[src/rtl/lane_pipe_chain_pkg.sv]
// Shared definitions for the lane pipeline chain.
// Holds the stage/lane index helper macros, the default control-bus payload
// layout and the default per-lane payload width derived from it.

`ifndef LANE_PIPE_CHAIN_PKG_SV
`define LANE_PIPE_CHAIN_PKG_SV

// Flat bit index of (stage, lane) in a stage-major valid vector.
`define LPC_SL_IDX(s, l, lanes) ((s) * (lanes) + (l))
// LSB of lane l inside a packed lanes*width payload vector.
`define LPC_LANE_LSB(l, w) ((l) * (w))

package lane_pipe_chain_pkg;

    localparam int unsigned CTRL_BUS_W = 32;
    localparam int unsigned OPERAND_W  = 32;

    // Issue control word carried alongside each operand.
    typedef struct packed {
        logic [7:0] opcode;
        logic [4:0] rd;
        logic [4:0] rs1;
        logic [4:0] rs2;
        logic [8:0] flags;
    } ctrl_bus_t;

    // One lane's default payload: control bus plus a 32-bit operand.
    typedef struct packed {
        ctrl_bus_t              ctrl;
        logic [OPERAND_W-1:0]   operand;
    } lane_payload_t;

    localparam int unsigned DEFAULT_DATA_W = $bits(lane_payload_t);

endpackage

`endif

[src/rtl/lane_pipe_chain_if.sv]
// Entry/exit bus of the lane pipeline chain.
// in_valid_i/in_data_i/in_ready_o : producer side into stage 0
// out_valid_o/out_data_o           : consumer side from the last stage
// Modport slave is the chain's view, master is the producer/consumer view.

interface lane_pipe_chain_if #(
    parameter int unsigned LANES  = 2,
    parameter int unsigned DATA_W = lane_pipe_chain_pkg::DEFAULT_DATA_W
) ();

    logic [LANES-1:0]        in_valid_i;
    logic [LANES*DATA_W-1:0] in_data_i;
    logic                    in_ready_o;
    logic [LANES-1:0]        out_valid_o;
    logic [LANES*DATA_W-1:0] out_data_o;

    modport slave (
        input  in_valid_i,
        input  in_data_i,
        output in_ready_o,
        output out_valid_o,
        output out_data_o
    );

    modport master (
        output in_valid_i,
        output in_data_i,
        input  in_ready_o,
        input  out_valid_o,
        input  out_data_o
    );

endinterface

[src/rtl/lane_pipe_stage.sv]
// One register stage of the lane pipeline chain: LANES valid bits + payloads.
// Ports:
//   clock_i, reset_n_i : clock, synchronous active-low reset
//   flush_i            : clear every lane of this stage
//   keep_i             : per-lane hold of the current entry
//   bubble_i           : per-lane load of an empty slot
//   d_valid_i/d_data_i : source entry (previous stage or chain input)
//   q_valid_o/q_data_o : registered stage contents
// Priority: flush > keep > bubble > load. Invalid slots always carry zero data.

module lane_pipe_stage
    import lane_pipe_chain_pkg::*;
#(
    parameter int unsigned LANES  = 2,
    parameter int unsigned DATA_W = DEFAULT_DATA_W
) (
    input  logic                    clock_i,
    input  logic                    reset_n_i,
    input  logic                    flush_i,
    input  logic [LANES-1:0]        keep_i,
    input  logic [LANES-1:0]        bubble_i,
    input  logic [LANES-1:0]        d_valid_i,
    input  logic [LANES*DATA_W-1:0] d_data_i,
    output logic [LANES-1:0]        q_valid_o,
    output logic [LANES*DATA_W-1:0] q_data_o
);

    always_ff @(posedge clock_i) begin
        if (!reset_n_i || flush_i) begin
            q_valid_o <= '0;
            q_data_o  <= '0;
        end else begin
            for (int unsigned l = 0; l < LANES; l++) begin
                if (!keep_i[l]) begin
                    if (bubble_i[l] || !d_valid_i[l]) begin
                        q_valid_o[l]                                 <= 1'b0;
                        q_data_o[`LPC_LANE_LSB(l, DATA_W) +: DATA_W] <= '0;
                    end else begin
                        q_valid_o[l]                                 <= 1'b1;
                        q_data_o[`LPC_LANE_LSB(l, DATA_W) +: DATA_W] <=
                            d_data_i[`LPC_LANE_LSB(l, DATA_W) +: DATA_W];
                    end
                end
            end
        end
    end

endmodule

[src/rtl/lane_pipe_chain.sv]
// Multi-lane, multi-stage pipeline register chain with per-stage stall and
// flush, per-lane split hold at the entry stage and perf counters.
// Ports:
//   clock_i, reset_n_i      : clock, synchronous active-low reset
//   bus (slave)             : in_valid_i/in_data_i/in_ready_o, out_valid_o/out_data_o
//   stall_i, flush_i        : per-stage hold / kill requests
//   lane_hold_i             : per-lane split hold at stage 0
//   stage_valid_o           : valid of stage s lane l at bit s*LANES+l
//   stall_cnt_o/bubble_cnt_o: saturating perf counters
// Macro LANE_PIPE_PERF_CNT_EN enables the counters; otherwise they read 0.

module lane_pipe_chain
    import lane_pipe_chain_pkg::*;
#(
    parameter int unsigned LANES  = 2,
    parameter int unsigned DEPTH  = 4,
    parameter int unsigned DATA_W = DEFAULT_DATA_W,
    parameter int unsigned CNT_W  = 32
) (
    input  logic                     clock_i,
    input  logic                     reset_n_i,
    lane_pipe_chain_if.slave         bus,
    input  logic [DEPTH-1:0]         stall_i,
    input  logic [DEPTH-1:0]         flush_i,
    input  logic [LANES-1:0]         lane_hold_i,
    output logic [DEPTH*LANES-1:0]   stage_valid_o,
    output logic [CNT_W-1:0]         stall_cnt_o,
    output logic [CNT_W-1:0]         bubble_cnt_o
);

    logic [DEPTH-1:0] hold_c;
    logic [DEPTH-1:0] kill_c;
    logic [LANES-1:0] split_hold_c;
    logic             in_ready_c;

    logic [LANES-1:0]        v_q      [DEPTH];
    logic [LANES*DATA_W-1:0] d_q      [DEPTH];
    logic [LANES-1:0]        keep_c   [DEPTH];
    logic [LANES-1:0]        bubble_c [DEPTH];
    logic [LANES-1:0]        src_v_c  [DEPTH];
    logic [LANES*DATA_W-1:0] src_d_c  [DEPTH];

    // A stall freezes its own stage and everything upstream; a flush kills
    // its own stage and everything younger.
    always_comb begin
        hold_c = '0;
        kill_c = '0;
        for (int unsigned s = 0; s < DEPTH; s++) begin
            hold_c[s] = |(stall_i >> s);
            kill_c[s] = |(flush_i >> s);
        end
    end

    // Split hold only acts when stage 0 moves and no flush touches it.
    assign split_hold_c = (!hold_c[0] && !(|flush_i)) ? lane_hold_i : '0;
    assign in_ready_c   = !hold_c[0] && !(|lane_hold_i) && !(|flush_i);

    assign bus.in_ready_o  = in_ready_c;
    assign bus.out_valid_o = v_q[DEPTH-1];
    assign bus.out_data_o  = d_q[DEPTH-1];

    for (genvar s = 0; s < DEPTH; s++) begin : g_stage
        if (s == 0) begin : g_entry
            // Held lanes keep their entry; the rest empty out under a split.
            assign keep_c[s]   = hold_c[0] ? '1 : split_hold_c;
            assign bubble_c[s] = {LANES{|split_hold_c}};
            assign src_v_c[s]  = bus.in_valid_i;
            assign src_d_c[s]  = bus.in_data_i;
        end else begin : g_body
            // A moving stage behind a held one receives a bubble; stage 1
            // also takes a bubble in every split-held lane.
            assign keep_c[s]   = {LANES{hold_c[s]}};
            assign bubble_c[s] = {LANES{hold_c[s-1]}} | ((s == 1) ? split_hold_c : '0);
            assign src_v_c[s]  = v_q[s-1];
            assign src_d_c[s]  = d_q[s-1];
        end

        lane_pipe_stage #(
            .LANES  (LANES),
            .DATA_W (DATA_W)
        ) u_stage (
            .clock_i   (clock_i),
            .reset_n_i (reset_n_i),
            .flush_i   (kill_c[s]),
            .keep_i    (keep_c[s]),
            .bubble_i  (bubble_c[s]),
            .d_valid_i (src_v_c[s]),
            .d_data_i  (src_d_c[s]),
            .q_valid_o (v_q[s]),
            .q_data_o  (d_q[s])
        );

        assign stage_valid_o[`LPC_SL_IDX(s, 0, LANES) +: LANES] = v_q[s];
    end

`ifdef LANE_PIPE_PERF_CNT_EN
    logic [CNT_W-1:0] stall_cnt_q;
    logic [CNT_W-1:0] bubble_cnt_q;

    // Saturating counters: entry not ready, and any exit lane empty.
    always_ff @(posedge clock_i) begin
        if (!reset_n_i) begin
            stall_cnt_q  <= '0;
            bubble_cnt_q <= '0;
        end else begin
            if (!in_ready_c && (stall_cnt_q != '1)) begin
                stall_cnt_q <= stall_cnt_q + CNT_W'(1);
            end
            if (!(&v_q[DEPTH-1]) && (bubble_cnt_q != '1)) begin
                bubble_cnt_q <= bubble_cnt_q + CNT_W'(1);
            end
        end
    end

    assign stall_cnt_o  = stall_cnt_q;
    assign bubble_cnt_o = bubble_cnt_q;
`else
    assign stall_cnt_o  = '0;
    assign bubble_cnt_o = '0;
`endif

endmodule

[src/flat_wrapper.sv]
// flat-port wrapper written by rule: the top's interface ports become plain ports
module lane_pipe_chain_flat import lane_pipe_chain_pkg::*;
#(
    parameter int unsigned LANES  = 2,
    parameter int unsigned DEPTH  = 4,
    parameter int unsigned DATA_W = DEFAULT_DATA_W,
    parameter int unsigned CNT_W  = 32
)
  (clock_i, reset_n_i, stall_i, flush_i, lane_hold_i, stage_valid_o, stall_cnt_o, bubble_cnt_o, bus_in_valid_i, bus_in_data_i, bus_in_ready_o, bus_out_valid_o, bus_out_data_o);
  lane_pipe_chain_if #(.LANES(LANES), .DATA_W(DATA_W)) bus_i ();
  input  logic clock_i;
  input  logic reset_n_i;
  input  logic [DEPTH-1:0] stall_i;
  input  logic [DEPTH-1:0] flush_i;
  input  logic [LANES-1:0] lane_hold_i;
  output logic [DEPTH*LANES-1:0] stage_valid_o;
  output logic [CNT_W-1:0] stall_cnt_o;
  output logic [CNT_W-1:0] bubble_cnt_o;
  input wire logic [$bits(bus_i.in_valid_i)-1:0] bus_in_valid_i;
  input wire logic [$bits(bus_i.in_data_i)-1:0] bus_in_data_i;
  output wire logic [$bits(bus_i.in_ready_o)-1:0] bus_in_ready_o;
  output wire logic [$bits(bus_i.out_valid_o)-1:0] bus_out_valid_o;
  output wire logic [$bits(bus_i.out_data_o)-1:0] bus_out_data_o;
  assign bus_i.in_valid_i = bus_in_valid_i;
  assign bus_i.in_data_i = bus_in_data_i;
  assign bus_in_ready_o = bus_i.in_ready_o;
  assign bus_out_valid_o = bus_i.out_valid_o;
  assign bus_out_data_o = bus_i.out_data_o;
  lane_pipe_chain #(.LANES(LANES), .DEPTH(DEPTH), .DATA_W(DATA_W), .CNT_W(CNT_W)) u_core (.clock_i(clock_i), .reset_n_i(reset_n_i), .bus(bus_i), .stall_i(stall_i), .flush_i(flush_i), .lane_hold_i(lane_hold_i), .stage_valid_o(stage_valid_o), .stall_cnt_o(stall_cnt_o), .bubble_cnt_o(bubble_cnt_o));
endmodule
[config.mk]
export PLATFORM = sky130hd
export DESIGN_NAME = lane_pipe_chain_flat
export DESIGN_NICKNAME = d
export VERILOG_FILES = /design/src/rtl/lane_pipe_chain_pkg.sv /design/src/rtl/lane_pipe_chain_if.sv /design/src/rtl/lane_pipe_stage.sv /design/src/rtl/lane_pipe_chain.sv /design/src/flat_wrapper.sv
export SDC_FILE = /design/constraint.sdc
export NUM_CORES = 1
export LEC_CHECK = 0
export ABC_AREA = 1
export ABC_CLOCK_PERIOD_IN_PS = 2400
export BUFFER_PORTS_ARGS = -buffer_cell sky130_fd_sc_hd__clkbuf_2
export CAP_MARGIN = 0
export CORE_UTILIZATION = 60
export DETAILED_ROUTE_END_ITERATION = 10
export PLACE_DENSITY = 0.84
export SETUP_SLACK_MARGIN = 0.1
export SLEW_MARGIN = 15
export SYNTH_ARGS = -nofsm -noshare
export SYNTH_HDL_FRONTEND = slang
export SYNTH_SLANG_ARGS = --single-unit
[constraint.sdc]
create_clock -name clock_i -period 2.4 [get_ports clock_i]
set_clock_uncertainty 0.15 [all_clocks]
set_input_delay 0.12 -clock clock_i [delete_from_list [all_inputs] [get_ports clock_i]]
set_output_delay 0.12 -clock clock_i [all_outputs]
set_load 0.01 [all_outputs]
-- Word-level counts from Yosys, hierarchy flattened
Cells that the tools add are included.
- register bits: 520
- input bits: 142
- output and inout bits: 203
- logic and storage cells: 64
- multiplexer cells: 18
- bitwise logic cells: 1
- reduce and logical (&&, ||, !) cells: 35
- operator list (operator ; number):
    64-bit 2-to-1 mux ; 8
    1-bit logical NOT ; 12
    1-bit logical OR ; 12
    1-bit 2-to-1 mux ; 8
    2-bit OR reduction ; 4
    4-bit OR reduction ; 2
    3-bit OR reduction ; 2
    2-bit 2-to-1 mux ; 2
    1-bit logical AND ; 3
    2-bit bitwise OR ; 1

-- Logic depth before layout (Yosys ltp)
- depth in word-level cells: 7
- depth in mapped cells: 10
- mapped depth without buffers: 7

-- Hierarchy
Synthesis repeated with hierarchy kept, for this count alone.
- cells, all modules: 2406
- area, all modules: 19572.5 sq um
- modules (own cells, without submodules) (module ; times used ; cells each ; area an instance (sq um) ; seq. area each (sq um)):
    lane_pipe_stage ; 4 ; 580 ; 4743.3 ; 2602.5
    lane_pipe_chain ; 1 ; 86 ; 599.3 ; 0.0

-- Least setup slack after synthesis
No wires, ideal clock.
- path kind: reg-to-reg
- from: reg u_core.g_stage[2].u_stage.q_valid_o[1]
- to: reg u_core.g_stage[3].u_stage.q_data_o[119]
- library setup time: 70 ps
- data arrival time: 1173 ps
- data required time: 2180 ps
- setup slack: 1007 ps
- cell stages (with the launch flop): 5
- path through: dfxtp_1 > clkbuf_1 > clkbuf_1 > nand3_1 > a21oi_1
- cells in the longest elaborated chain, start to end: 3
- RTL lines (element ; line ; text):
    start: declaration ; lane_pipe_stage.sv:24 ; output logic [LANES-1:0] q_valid_o,
    start signal: assignment ; lane_pipe_stage.sv:30 ; q_valid_o <= '0;
    start signal: indexed assignment ; lane_pipe_stage.sv:36 ; q_valid_o[l] <= 1'b0;
    start signal: indexed assignment ; lane_pipe_stage.sv:39 ; q_valid_o[l] <= 1'b1;
    1-bit logical NOT ; lane_pipe_stage.sv:35 ; if (bubble_i[l] || !d_valid_i[l]) begin
    1-bit logical OR ; lane_pipe_stage.sv:35 ;
    64-bit 2-to-1 mux ; lane_pipe_stage.sv:35 ;
    end signal: indexed assignment ; lane_pipe_stage.sv:40 ; q_data_o[`LPC_LANE_LSB(l, DATA_W) +: DATA_W] <=
    end: declaration ; lane_pipe_stage.sv:25 ; output logic [LANES*DATA_W-1:0] q_data_o
Every way passes these cells.
A chain may end at the register's enable or synchronous reset.

-- Final worst setup path
- from: in flush_i[3]
- to: reg u_core.g_stage[2].u_stage.q_data_o[37]
- cells in the longest elaborated chain, start to end: 2
- RTL lines (element ; line ; text):
    start: declaration ; flat_wrapper.sv:14 ; input logic [DEPTH-1:0] flush_i;
    2-bit OR reduction ; lane_pipe_chain.sv:50 ; kill_c[s] = |(flush_i >> s);
    1-bit logical OR ; lane_pipe_stage.sv:29 ; if (!reset_n_i || flush_i) begin
    end signal: indexed assignment ; lane_pipe_stage.sv:40 ;
    end: declaration ; lane_pipe_stage.sv:25 ;
Every way passes these cells.

==> impl_metrics.tcl <==
set metrics [dict create \
    synth_area_per_cell_um2 8.11 \
    final-hold-violation-count 12 \
    kind_of_path_behind_the_tightest_hold_check "primary input to flop" \
    overflow 0 \
    numPortBuffers 280 \
    setup.worst_path.start_class "primary input" \
    placement_row_count 67 \
    ioPinCount 345 \
    cts_root_buffer "sky130_fd_sc_hd__clkbuf_16" \
    synth.yosys.warnings 0 \
    maximum_ir_drop_on_the_vdd_rail_uv 562 \
    cts_inserted_buffers 50 \
    placement.setup.worst_slack_ns 0.237 \
    violations "DRC, hold timing" \
    cts_buffer_depth 3 \
    die-width_um 186 \
    routabilityCongestion 0.846 \
    globalRouteTotalUtil_pct 31.6 \
    layout.nets 2817 \
    holdPathStages 4 \
    synth-seq-area-share_pct 51.0 \
    detail_route.vias_per_cell 5.68 \
    netlist_top_cells_area "sky130_fd_sc_hd__dfxtp_1, sky130_fd_sc_hd__nand2_1, sky130_fd_sc_hd__a21oi_1" \
    drc_errors 4 \
    period_utilisation_layout_pct 96.0 \
    wire_length_of_the_first_global_routing_pass_um 89200 \
    post_synth_inst_count 2516 \
    crit_path_end_kind "flop" \
    cts_tree "done" \
    power_leakage_nw 7.78 \
    initial_util_pct 60.9 \
    area_growth_syn_to_layout_pct 16.2 \
    grt_antenna_before_repair 3 \
    fin_area_mm2 0.0237 \
    cp.required_ns 2.65 \
    drive_above_1_share_pct 18.8 \
    cts_htree_levels 2 \
    rr_worst_depth 3 \
    clkTransAtPathRegs_ns 0.07 \
    maxSlewHeadroom_pct 40.6 \
    die_height_um 186 \
    clock_latency_ns 0.55 \
    critPathKind "primary input to flop" \
    post_synth_fa_ha_maj_area_fraction_pct 0 \
    crit_start "flush_i[3]" \
    grt_setup_unrepaired "yes" \
    rr_startpoint "u_core.g_stage[1].u_stage.q_valid_o[1]" \
    synth_top_family_by_area "simple AND/OR/NAND/NOR gates" \
    total_power_mw 17.4 \
    post_drt_wl_per_cell_um 17.7 \
    final_setup_margin_ns 0.0959 \
    drt_first_pass_iters 11 \
    synth-simple-area-share_pct 22.0 \
    wirelength_um 56100 \
    post_synth_instance_area_mm2 0.0204 \
    yosys.area_share.xor_xnor_pct 0 \
    critical_path_peak_fanout 56 \
    timing.max_cap.violations 0 \
    setup_tns_ns 0 \
    power_density_mw_per_mm2 733 \
    synth_compound_area_share_pct 14.7 \
    detail-route-antenna-nets 0 \
    fraction_of_synthesized_area_in_multiplexers_pct 0 \
    flops_latches_synth 520 \
    placedInstanceArea_mm2 0.0206 \
    hold_start "flush_i[0]" \
    vias 17962 \
    grt_max_degree 131 \
    max_freq_mhz 434 \
    yosys.area.top_type_share_pct 51.0 \
    least_margin_pin_slew_ns 0.892 \
    yosys.cell_types.count 22 \
    synth_area_leader_cell "sky130_fd_sc_hd__dfxtp_1" \
    final-max-slew-violation-count 0 \
    worst-endpoint-arrival_ns 2.55 \
    final_hpwl_dp_um 29600 \
    dieArea_mm2 0.0348 \
    period_minus_slack_ns 2.30 \
    first_global_vias 17010 \
    detail_route.iter0.violations 1855 \
    run_status "finished, violations left" \
    core_footprint_mm2 0.0335 \
    final.hold.worst_slack_ns -0.0229 \
    clock-sinks 520 \
    timing.final.setup_violations 0 \
]
==> path summary, 6_finish.rpt <==
kind | endpoint | slack (ns)
hold / removal | u_core.g_stage[0].u_stage.q_data_o[8] | -0.02
setup reg to reg | u_core.g_stage[2].u_stage.q_data_o[91] | 0.39
setup / recovery | u_core.g_stage[2].u_stage.q_data_o[37] | 0.1
hold reg to reg | u_core.g_stage[1].u_stage.q_data_o[60] | 0.30
==> cells in the final DEF, fill, tap and decap left out, drive strengths merged <==
cell type	Yosys	final
dlygate4sd3	0	140
bufinv	0	4
inv	11	11
clkbuf	107	354
or2	1	1
nor2	12	12
dfxtp	520	520
diode	0	3
conb	1	64
nand3	386	386
nand2	657	657
o21ai	2	2
a21oi	520	520
nor4	1	1
clkinv	0	12
buf	298	30
==> final cells by class <==
class	instances	area, um^2
timing repair buffer	449	3210
inverter	11	51.3
antenna	3	7.51
tap	448	561
clock buffer	75	1500
clock inverter	16	188
fill	2563	9820
multi-input combinational	1643	7780
sequential	520	10400
==> cells by family after synthesis <==
kind of cell / after synthesis
flops: 520
other cells: 1
simple gates: 1057
buf+inv: 416
compound gates: 522
==> where the power goes <==
group | internal [mW] | total [mW] | switching (mW)
sequential | 8.63 | 8.63 | 0.000747
combinational | 0.283 | 0.776 | 0.493
clock | 4.74 | 7.98 | 3.24
total | 13.7 | 17.4 | 3.73
==> routing by layer <==
metal,GRT usage (%),up-vias,wire [um]
li1,-,8390,-
met2,50.2,955,25800
met5,0,-,0
met1,39.2,8353,22200
met3,6.66,264,4480
met4,20.0,0,3670
==> what timing repair did <==
item / in CTS / in global routing
hold endpoints to repair: 151 / 2
setup endpoints to repair: 0 / 5
hold buffers: 138 / 2
resized for setup: 0 / 2
buffers inserted: 0 / 0
==> stage by stage <==
stage	utilization, %	hold slack, ns	instances
floorplan	-	0.131	2579
global placement	61.4	0.224	2931
detailed placement	61.4	0.227	2931
CTS	70.6	0.0289	3160
global route	70.7	-0.00856	3164
finish	70.7	-0.0229	3165
==> critical path: stages <==
cell and delay (ns):
sky130_fd_sc_hd__clkbuf_2 0.09, sky130_fd_sc_hd__nor2_2 0.10, sky130_fd_sc_hd__dlygate4sd3_1 0.61, sky130_fd_sc_hd__inv_4 0.07, sky130_fd_sc_hd__nor2_2 0.29, sky130_fd_sc_hd__inv_4 0.27
sky130_fd_sc_hd__buf_4 0.41, sky130_fd_sc_hd__a21oi_1 0.55
==> synth_stat cells <==
| cell | count |
|---|---|
| sky130_fd_sc_hd__dfxtp_1 | 520 |
| sky130_fd_sc_hd__clkbuf_1 | 107 |
| sky130_fd_sc_hd__nand2_2 | 1 |
| sky130_fd_sc_hd__nor4_1 | 1 |
| sky130_fd_sc_hd__conb_1 | 1 |
| sky130_fd_sc_hd__buf_2 | 71 |
| sky130_fd_sc_hd__inv_1 | 5 |
| sky130_fd_sc_hd__nor2_4 | 1 |
| sky130_fd_sc_hd__a21oi_1 | 420 |
| sky130_fd_sc_hd__buf_1 | 10 |
| sky130_fd_sc_hd__inv_2 | 6 |
| sky130_fd_sc_hd__nand3_1 | 386 |
| sky130_fd_sc_hd__a21oi_2 | 100 |
| sky130_fd_sc_hd__o21ai_1 | 1 |
| sky130_fd_sc_hd__nor2_1 | 7 |
| sky130_fd_sc_hd__o21ai_2 | 1 |
| sky130_fd_sc_hd__nor2_8 | 1 |
| sky130_fd_sc_hd__nor2_2 | 3 |
| sky130_fd_sc_hd__buf_4 | 204 |
| sky130_fd_sc_hd__or2_1 | 1 |
| sky130_fd_sc_hd__buf_6 | 13 |
| sky130_fd_sc_hd__nand2_1 | 656 |
==> registers in the layout (all words and copies together) (netlist names) <==
register and cells:
u_core.g_stage.u_stage.q_valid_o 8, u_core.g_stage.u_stage.q_data_o 512
No activity file was read; power rests on OpenSTA's default activity.
